File: src/rtl/dut_fifo_channel_if.sv
// Data channel bundle between a word source (rxd/rx_dv), the FIFO channel and
// a word sink (txd/tx_en/tx_ready).
//
// Handshake semantics (both sides):
//   - Input side: one word is offered on every rising edge where rx_dv=1.
//     There is no back-pressure toward the source. The channel takes the word
//     if it has room and drops it otherwise.
//   - Output side: txd is valid while tx_en=1. A word moves to the sink on a
//     rising edge where tx_en=1 and tx_ready=1. While tx_en=1 and tx_ready=0,
//     txd and tx_en stay unchanged. tx_en is never withdrawn before a transfer.
//
// Ports:
//   rxd, rx_dv       source -> channel
//   txd, tx_en       channel -> sink
//   tx_ready         sink -> channel
// Modports:
//   master  used by the bench/environment (drives rxd, rx_dv and tx_ready)
//   slave   used by the channel itself
interface dut_fifo_channel_if #(
  parameter int DATA_W = 8
);
  logic [DATA_W-1:0] rxd;
  logic              rx_dv;
  logic [DATA_W-1:0] txd;
  logic              tx_en;
  logic              tx_ready;

  modport master (
    output rxd,
    output rx_dv,
    output tx_ready,
    input  txd,
    input  tx_en
  );

  modport slave (
    input  rxd,
    input  rx_dv,
    input  tx_ready,
    output txd,
    output tx_en
  );
endinterface

File: src/rtl/dut_fifo_channel.sv
// DEPTH-word FIFO data channel. An output register drives txd/tx_en, and
// DEPTH-1 storage entries sit behind it. Words offered while the channel is
// full are dropped. Drops set a sticky ovf flag and are counted in a
// saturating drop_cnt.
//
// Ports:
//   clk        rising-edge clock
//   rst        asynchronous reset, active-high
//   ch         channel interface (slave): rxd/rx_dv in, txd/tx_en out, tx_ready in
//   level      words held, output register included (0..DEPTH)
//   full       level == DEPTH
//   ovf        sticky: at least one word was dropped
//   ovf_clr    synchronous clear of ovf and drop_cnt (wins over a same-cycle drop)
//   drop_cnt   saturating count of dropped words
module dut_fifo_channel #(
  parameter int DATA_W = 8,
  parameter int DEPTH  = 4,
  parameter int CNT_W  = 8,
  localparam int LW    = $clog2(DEPTH + 1)
) (
  input  logic             clk,
  input  logic             rst,
  dut_fifo_channel_if.slave ch,
  output logic [LW-1:0]    level,
  output logic             full,
  output logic             ovf,
  input  logic             ovf_clr,
  output logic [CNT_W-1:0] drop_cnt
);

  // Storage behind the output register.
  localparam int SW  = DEPTH - 1;
  localparam int PW  = (SW > 1) ? $clog2(SW) : 1;
  localparam int SCW = $clog2(SW + 1);

  logic [DATA_W-1:0] mem [SW];
  logic [PW-1:0]     wr_ptr;
  logic [PW-1:0]     rd_ptr;
  logic [SCW-1:0]    scnt;

  logic [DATA_W-1:0] txd_q;
  logic              tx_en_q;

  logic wr;
  logic drop;
  logic pop;
  logic out_load;
  logic stor_pop;
  logic bypass;
  logic stor_push;

  assign ch.txd   = txd_q;
  assign ch.tx_en = tx_en_q;

  // full comes from the registered level. A pop on the same edge therefore
  // never makes room for a write in that cycle.
  assign full = (level == LW'(DEPTH));

  assign wr   = ch.rx_dv & ~full;
  assign drop = ch.rx_dv & full;
  assign pop  = tx_en_q & ch.tx_ready;

  // The output register reloads when it is empty or being popped. It takes
  // the storage head first, and takes rxd directly only when storage is empty.
  // This bypass gives the one-cycle latency through an empty channel.
  assign out_load  = ~tx_en_q | pop;
  assign stor_pop  = out_load & (scnt != '0);
  assign bypass    = out_load & (scnt == '0) & wr;
  assign stor_push = wr & ~bypass;

  function automatic logic [PW-1:0] ptr_inc(input logic [PW-1:0] p);
    if (p == PW'(SW - 1)) return '0;
    return p + 1'b1;
  endfunction

  // Storage array holds data only. Pointers and count decide what is live, so
  // no reset is needed here.
  always_ff @(posedge clk) begin
    if (stor_push) mem[wr_ptr] <= ch.rxd;
  end

  always_ff @(posedge clk or posedge rst) begin
    if (rst) begin
      txd_q    <= '0;
      tx_en_q  <= 1'b0;
      wr_ptr   <= '0;
      rd_ptr   <= '0;
      scnt     <= '0;
      level    <= '0;
      ovf      <= 1'b0;
      drop_cnt <= '0;
    end else begin
      // txd keeps its last value when the channel drains. Only tx_en falls.
      if (out_load) begin
        if (stor_pop) begin
          txd_q   <= mem[rd_ptr];
          tx_en_q <= 1'b1;
        end else if (bypass) begin
          txd_q   <= ch.rxd;
          tx_en_q <= 1'b1;
        end else begin
          tx_en_q <= 1'b0;
        end
      end

      if (stor_pop)  rd_ptr <= ptr_inc(rd_ptr);
      if (stor_push) wr_ptr <= ptr_inc(wr_ptr);

      case ({stor_push, stor_pop})
        2'b10:   scnt <= scnt + 1'b1;
        2'b01:   scnt <= scnt - 1'b1;
        default: scnt <= scnt;
      endcase

      case ({wr, pop})
        2'b10:   level <= level + 1'b1;
        2'b01:   level <= level - 1'b1;
        default: level <= level;
      endcase

      if (ovf_clr) begin
        ovf      <= 1'b0;
        drop_cnt <= '0;
      end else if (drop) begin
        ovf <= 1'b1;
        if (drop_cnt != '1) drop_cnt <= drop_cnt + 1'b1;
      end
    end
  end

endmodule

File: src/flat_wrapper.sv
// flat-port wrapper written by rule: the top's interface ports become plain ports
module dut_fifo_channel_flat 
#(
  parameter int DATA_W = 8,
  parameter int DEPTH  = 4,
  parameter int CNT_W  = 8,
  localparam int LW    = $clog2(DEPTH + 1)
)
  (clk, rst, level, full, ovf, ovf_clr, drop_cnt, ch_rxd, ch_rx_dv, ch_tx_ready, ch_txd, ch_tx_en);
  dut_fifo_channel_if #(.DATA_W(DATA_W)) ch_i ();
  input  logic clk;
  input  logic rst;
  output logic [LW-1:0] level;
  output logic full;
  output logic ovf;
  input  logic ovf_clr;
  output logic [CNT_W-1:0] drop_cnt;
  input wire logic [$bits(ch_i.rxd)-1:0] ch_rxd;
  input wire logic [$bits(ch_i.rx_dv)-1:0] ch_rx_dv;
  input wire logic [$bits(ch_i.tx_ready)-1:0] ch_tx_ready;
  output wire logic [$bits(ch_i.txd)-1:0] ch_txd;
  output wire logic [$bits(ch_i.tx_en)-1:0] ch_tx_en;
  assign ch_i.rxd = ch_rxd;
  assign ch_i.rx_dv = ch_rx_dv;
  assign ch_i.tx_ready = ch_tx_ready;
  assign ch_txd = ch_i.txd;
  assign ch_tx_en = ch_i.tx_en;
  dut_fifo_channel #(.DATA_W(DATA_W), .DEPTH(DEPTH), .CNT_W(CNT_W)) u_core (.clk(clk), .rst(rst), .ch(ch_i), .level(level), .full(full), .ovf(ovf), .ovf_clr(ovf_clr), .drop_cnt(drop_cnt));
endmodule
File: config.mk
export PLATFORM = sky130hd
export DESIGN_NAME = dut_fifo_channel_flat
export DESIGN_NICKNAME = d
export VERILOG_FILES = /design/src/rtl/dut_fifo_channel_if.sv /design/src/rtl/dut_fifo_channel.sv /design/src/flat_wrapper.sv
export SDC_FILE = /design/constraint.sdc
export NUM_CORES = 1
export LEC_CHECK = 0
export ABC_AREA = 1
export CORE_MARGIN = 3
export CORE_UTILIZATION = 49
export CTS_BUF_LIST = sky130_fd_sc_hd__clkbuf_8
export DETAILED_ROUTE_END_ITERATION = 12
export HOLD_SLACK_MARGIN = 0.1
export PLACE_DENSITY = 0.73
export SETUP_SLACK_MARGIN = 0.5
export SLEW_MARGIN = 20
export SYNTH_ARGS = -nofsm -noshare
export SYNTH_HDL_FRONTEND = slang
export SYNTH_SLANG_ARGS = --single-unit
File: constraint.sdc
create_clock -name clk -period 3.75 [get_ports clk]
set_input_delay 0.9375 -clock clk [delete_from_list [all_inputs] [get_ports clk]]
set_output_delay 0.9375 -clock clk [all_outputs]
set_load 0.01 [all_outputs]
==> results of run 1 <==
power groups by stage:
stage          sequential (mW)  combinational (mW)  clock [mW]
2_1_floorplan            0.867               0.460           0
3_3_place_gp             0.879               0.702           0
3_5_place_dp             0.881               0.724           0
4_1_cts                  0.871               0.728       0.304
5_1_grt                  0.888               0.815       0.330
6_report                 0.870               0.715       0.296
cells by family after synthesis:
group	count (synthesis)	synth area share
fa+ha+maj	4	0.02420
buf+inv	33	0.05891
flops	51	0.5871
simple gates	129	0.2704
compound gates	17	0.04103
xor+xnor	5	0.01841
layer usage:
layer / share of wire / track usage
met5: 0 / 0
met2: 0.46 / 0.2742
met3: 0.050 / 0.04485
met1: 0.48 / 0.2672
met4: 0.013 / 0.05243
sequential cells by signal (all words and copies together) (netlist names):
register         count
u_core.ch.tx_en      1
u_core.ch.txd        8
u_core.drop_cnt      8
u_core.level         3
u_core.mem          24
u_core.ovf           1
u_core.rd_ptr        2
u_core.scnt          2
u_core.wr_ptr        2
synth_stat cells (all sizes together) (4+ instances only):
master  instances
edfxtp         24
nand4           8
o21ai          10
or2             8
inv            27
a21oi           5
nor2           16
nand3          40
dfrtp          27
nand2          56
buf             4
worst register-to-register path: stages, from the launching register on:
cell and delay (ps):
dfrtp_1 430, nor2_2 170, nand2_2 90, nand2_2 110
ha_1 150, inv_1 60, fa_1 380, a21oi_1 140
o21ai_0 110, xnor2_1 130
layout by cell type (no fill, tap or decap):
cell	instances
ha_1	3
clkbuf_8	5
fa_1	1
nand2_1	48
nand3_2	3
nor2_1	11
or2_0	8
nor3_2	1
o21ai_1	2
clkdlybuf4s50_1	34
a21oi_2	1
clkinv_1	4
nand2_4	2
inv_2	5
nor2_2	4
nand4_1	8
a21oi_1	4
xnor2_1	3
nand2_2	6
edfxtp_1	24
xor2_1	2
o21ai_0	7
o21bai_1	2
nor2_4	1
nand3_1	37
dfrtp_1	27
o21ai_2	1
inv_1	22
through the flow:
stage / setup slack (ps) / std cells / cell area [um^2] / hold WS [ps]
3_3_place_gp: 968.2 / 320 / 2749 / 495.9
6_report: 1192 / 328 / 2829 / 520.3
3_5_place_dp: 881.2 / 320 / 2749 / 501.9
2_1_floorplan: 1668 / 239 / 2379 / 499.4
5_1_grt: 1005 / 328 / 2829 / 541.1
4_1_cts: 1165 / 328 / 2829 / 521.4
cell type report:
type                       instances  area (um^2)
clock buffer                       5        68.82
timing repair buffer              34        340.3
inverter                          28        105.1
sequential                        51         1396
tap                               52        65.06
clock inverter                     3        11.26
multi-input combinational        155        842.1
fill                             395         1675
worst paths after layout:
path                                             startpoint                        endpoint  slack (ps)
max in group asynchronous                               rst  u_core.drop_cnt[3]$_DFFE_PP0P_        2260
worst max register to register  u_core.level[0]$_DFFE_PP0P_     u_core.level[2]$_DFFE_PP0P_        1860
min in group asynchronous                               rst  u_core.drop_cnt[7]$_DFFE_PP0P_        1040
worst max-delay path                            ch_tx_ready      u_core.scnt[1]$_DFFE_PP0P_        1190
worst min register to register       u_core.ovf$_DFFE_PP0P_          u_core.ovf$_DFFE_PP0P_         520
worst min-delay path                 u_core.ovf$_DFFE_PP0P_          u_core.ovf$_DFFE_PP0P_         520
==> metrics, run 1 <==
Crit. path cell count=9; global-route wire length before repair=7.748 mm; maximum fanout along the worst path=20; total CTS buffers=5; Die X=75.67 um; gr usage total=0.1833; Final Total Pwr=1.880 mW; post-synth design cell area=between 2000 and 2500 um^2; routed vias/inst=between 5 and 6; max incr delay on CP=490 ps; Crit-path slowest cell=clkdlybuf4s50_1; initial antenna violation count=0; Critical Path RT=3920 ps; Startpoint Class=input pin; drt pass-1 iters=4; Yosys cell types=30; core area=4504 um^2; drc violations=0; Clk pwr share=0.157; path depth of the worst reg2reg path=9; Die Span Y=between 70 and 80 um; WL/cell=13.92 um; kind of cell adding the most delay to the critical path=buffers and inverters; Synth area leaders=edfxtp_1 30%, dfrtp_1 28%, nand3_1 7.8%; Routed Antenna Nets=0; Max transition margin=0.3499; area leader, netlist=edfxtp_1; detailed placer's ending HPWL=3.307 mm; vias in the first global route=1638; clock sink count=51; part of the power in registers=0.463; crit path buf inv count=3; die area=5726 um^2; TritonCTS clock tree=yes; Initial Utilization=0.5281; row cnt=24; critical path class=input pin to flip-flop; P&R area growth vs syn=18.94%; RSZ-0062 raised after global routing=false; io pins=35; post-synth top area share=0.3030; Final Cycle Share=0.6821; clock period minus worst slack=approximately 2600 ps; CTS max path bufs=2; n_diodes=0; Syn Area/Cell=9.952 um^2; Post-CTS Hold Buffers=0; Post-CTS Setup Bufs=0; Sw Ratio=0.3698; Final Net Count=292; Hold Fails Final Rpt=0; worst hold path class=flip-flop to flip-flop; PwrDens=664.5 nW/um^2; logic gate share of total power=0.380; CP arrival=~2700 ps; Fin Setup TNS=0 ps; wirelength, routed=~4.6 mm; Setup Skew=3.849 ps; Synthesis Warnings=0; Vias=1759; Synthesized Nets=256; Post-synth EDFFs=24; I/O Buffers=34; final core occ=0.6281; worst slew pin tran=969.1 ps; sequential share of the synthesized area=0.5871; H-tree levels=2; Hold Path Depth=2; fmax=0.3910 GHz; clk_lat worst skew=approximately 300 ps; async set-reset flop share out of synthesis=0.5294; Cells after Synth=239; GP Congestion=roughly 0.87; Pleak=1.176 nW; top_reg_cell synth=dfrtp_1; Remaining Overflow, GRT=0; fraction of layout cells with a size suffix above 1=0.1051; Resized Gates After CTS=0; VDD IR max=0.0003946 V; clk root buf=clkbuf_8; clock-pin slew on the worst setup and hold paths=~90 ps; Int Power=1.185 mW; #FFs+latches synth=between 50 and 60; Cell Chain, Critical Path=clkdlybuf4s50_1, inv_2, nand2_2, nand2_2, inv_2, ha_1, a21oi_1, o21ai_0, xor2_1; status=finished clean; largest net degree at the start of global routing=28; Slew Limit Fails=0; Setup Viol. Count Final=0; NetSw=0.6952 mW; 1st-iter DRT viols=102; CP Capture Type=flip-flop; max cap viols=0
No activity file was read; power rests on OpenSTA's default activity.
==> inputs of run 2 (changes only) <==
Settings changed: PLACE_DENSITY 0.73 to 0.76.
Clock period 3.75 ns to 2.17 ns, I/O delays scaled along.
==> run 2 against run 1 <==
Compared with the run above: final cell count up 7.3%; non-clock buffer count up 24; design area up 8.1%; clock power up 95%; power up 86%; combinational power up 100%; critical path depth down 5; critical endpoint is now full.
==> metrics, run 2 (synthesized netlist as in run 1, its figures left out) <==
status=finished clean; kind of cell adding the most delay to the critical path=flip-flops; critical path class=flip-flop to output pin; clock period minus worst slack=1700 ps; core area=4504 um^2 (unchanged); commonest cells after routing, fill and taps aside=48 x nand2_1, 37 x nand3_1, 26 x dfrtp_1; Post-CTS Hold Buffers=0 (unchanged); max incr delay on CP=410 ps (-80 ps); Slew Limit Fails=0 (unchanged); logic gate share of total power=0.411 (+0.031); Hold Path Depth=2 (unchanged); routed vias/inst=5.136 (-4.2%); Crit-path slowest cell=dfrtp_1; RSZ-0062 raised after global routing=true; Vias=1808 (+2.8%); largest net degree at the start of global routing=28 (unchanged); Sw Ratio=0.3771 (+0.007335); most common cell after layout, fill and taps aside=nand2_1; total CTS buffers=5 (unchanged); crit path buf inv count=2 (-1); I/O Buffers=34 (unchanged); VDD IR max=0.0007513 V (+90%); wirelength, routed=4.779 mm (+4.6%); n_diodes=0 (unchanged); Pleak=1.373 nW (+17%); global-route wire length before repair=7.859 mm (+1.4%); fraction of layout cells with a size suffix above 1=0.2267 (+0.1216); Max transition margin=0.7153 (+0.3654); CP arrival=1160 ps (-1570 ps); Remaining Overflow, GRT=0 (unchanged); Hold Fails Final Rpt=0 (unchanged); 1st-iter DRT viols=83 (-19%); r2r endpoint=u_core.level[2]$_DFFE_PP0P_; initial antenna violation count=0 (unchanged); clk root buf=clkbuf_8; CP Capture Type=output pin; P&R area growth vs syn=28.62%; vias in the first global route=1699 (+3.7%); Int Power=2.181 mW (+84%); worst hold path class=flip-flop to flip-flop; fmax=a little under 0.6 GHz; worst hold start=u_core.ch.txd[5]$_DFFE_PP0P_; max cap viols=0 (unchanged); TritonCTS clock tree=yes; io pins=35 (unchanged); worst slew pin tran=427.0 ps (-542.1 ps); worst reg2reg path startpoint=u_core.level[1]$_DFFE_PP0P_; part of the power in registers=0.424 (-0.039); clk_lat worst skew=320 ps (+20 ps); WL/cell=13.58 um (-2.5%); clock-pin slew on the worst setup and hold paths=100 ps (about the same); detailed placer's ending HPWL=3.245 mm (-1.9%); Hold Crit Endpoint=u_core.ch.txd[5]$_DFFE_PP0P_; Fin Setup TNS=0 ps (unchanged); clock sink count=51 (unchanged); Die Span Y=75.67 um (unchanged); Clk pwr share=0.165 (+0.008); H-tree levels=2 (unchanged); Cell Chain, Critical Path=nor2_2, nand2_2, inv_1, clkbuf_2; Critical Path RT=1630 ps (-2290 ps); r2r setup slk=490 ps (-1370 ps); Setup Skew=10.52 ps (+6.671 ps); NetSw=1.320 mW (+90%); PwrDens=1144 nW/um^2 (+72%); maximum fanout along the worst path=3 (-85%); Setup Viol. Count Final=0 (unchanged); Final Cycle Share=0.7834; Die X=75.67 um (unchanged); Startpoint Class=flip-flop; CTS max path bufs=2 (unchanged); gr usage total=0.1830 (-0.0003027); path depth of the worst reg2reg path=9 (unchanged); Routed Antenna Nets=0 (unchanged); die area=5726 um^2 (unchanged); Reg with most FFs=u_core.mem; fill count=348 (-12%); max FFs per register=24 (unchanged); Final Net Count=316 (+8.2%); row cnt=24 (unchanged); final core occ=0.6792 (+0.05111); GP Congestion=0.7767 (-10%); drc violations=0 (unchanged); drt pass-1 iters=4 (unchanged); Initial Utilization=0.5281 (unchanged)
[run 2: final cells by class]
type | count | area [um^2] | share of cell area
Multi-Input combinational cell | 155 | 889.6 | 0.2908
Inverter | 28 | 107.6 | 0.03517
Tap cell | 52 | 65.06 | 0.02127
Clock buffer | 5 | 68.82 | 0.02249
Timing Repair Buffer | 58 | 504.2 | 0.1648
Sequential cell | 51 | 1398 | 0.4569
Clock inverter | 3 | 26.28 | 0.008589
[run 2: how the worst max path moves through the flow]
stage / to / start / slack, ps / cells past startpoint
finish: full / u_core.level[1]$_DFFE_PP0P_ / 470 / 4
global route: u_core.level[2]$_DFFE_PP0P_ / u_core.level[1]$_DFFE_PP0P_ / 410 / 9
global placement: u_core.level[2]$_DFFE_PP0P_ / ch_tx_ready / 30 / 9
floorplan: u_core.level[2]$_DFFE_PP0P_ / u_core.level[1]$_DFFE_PP0P_ / 450 / 9
detailed placement: u_core.level[2]$_DFFE_PP0P_ / ch_tx_ready / 4 / 9
CTS: full / u_core.level[0]$_DFFE_PP0P_ / 380 / 4
[run 2: through the flow]
stage | cells | setup slack (ps) | hold slack (ps) | power, mW | cell area, um^2
floorplan | 239 | 446.0 | 504.0 | 2.320 | 2401
global placement | 329 | 27.96 | 491.0 | 2.853 | 2864
detailed placement | 329 | 3.985 | 492.7 | 2.899 | 2864
CTS | 349 | 379.3 | 513.2 | 3.457 | 3028
global route | 352 | 407.3 | 544.4 | 3.744 | 3059
finish | 352 | 470.0 | 509.0 | 3.501 | 3059
[run 2: repair_timing]
action                                  in CTS  in global routing
setup buffers                               12                  3
resized for setup                           30                  7
cloned                                       0                  0
pin swaps                                    3                  2
endpoints found under the setup margin      46                  6
[run 2: worst min-delay path, cell delays in order, from the launching register on]
cell     delay, ps
dfrtp_1        350
nand3_1         70
nand2_1         60
[run 2: power by group through the flow]
| stage | clock network [mW] | logic (mW) | registers [mW] |
|---|---|---|---|
| after global routing | 0.624 | 1.61 | 1.51 |
| final | 0.578 | 1.44 | 1.48 |
| after detailed placement | 0 | 1.38 | 1.52 |
| after global placement | 0 | 1.34 | 1.52 |
| after floorplan | 0 | 0.822 | 1.50 |
| after CTS | 0.580 | 1.40 | 1.48 |
[run 2: per-layer routing]
layer	up-vias	track usage	routed length, um
met5	-	0	0
met4	0	0.06408	76
met3	7	0.02770	164
met2	35	0.2895	2231
met1	853	0.2589	2306
li1	913	-	-
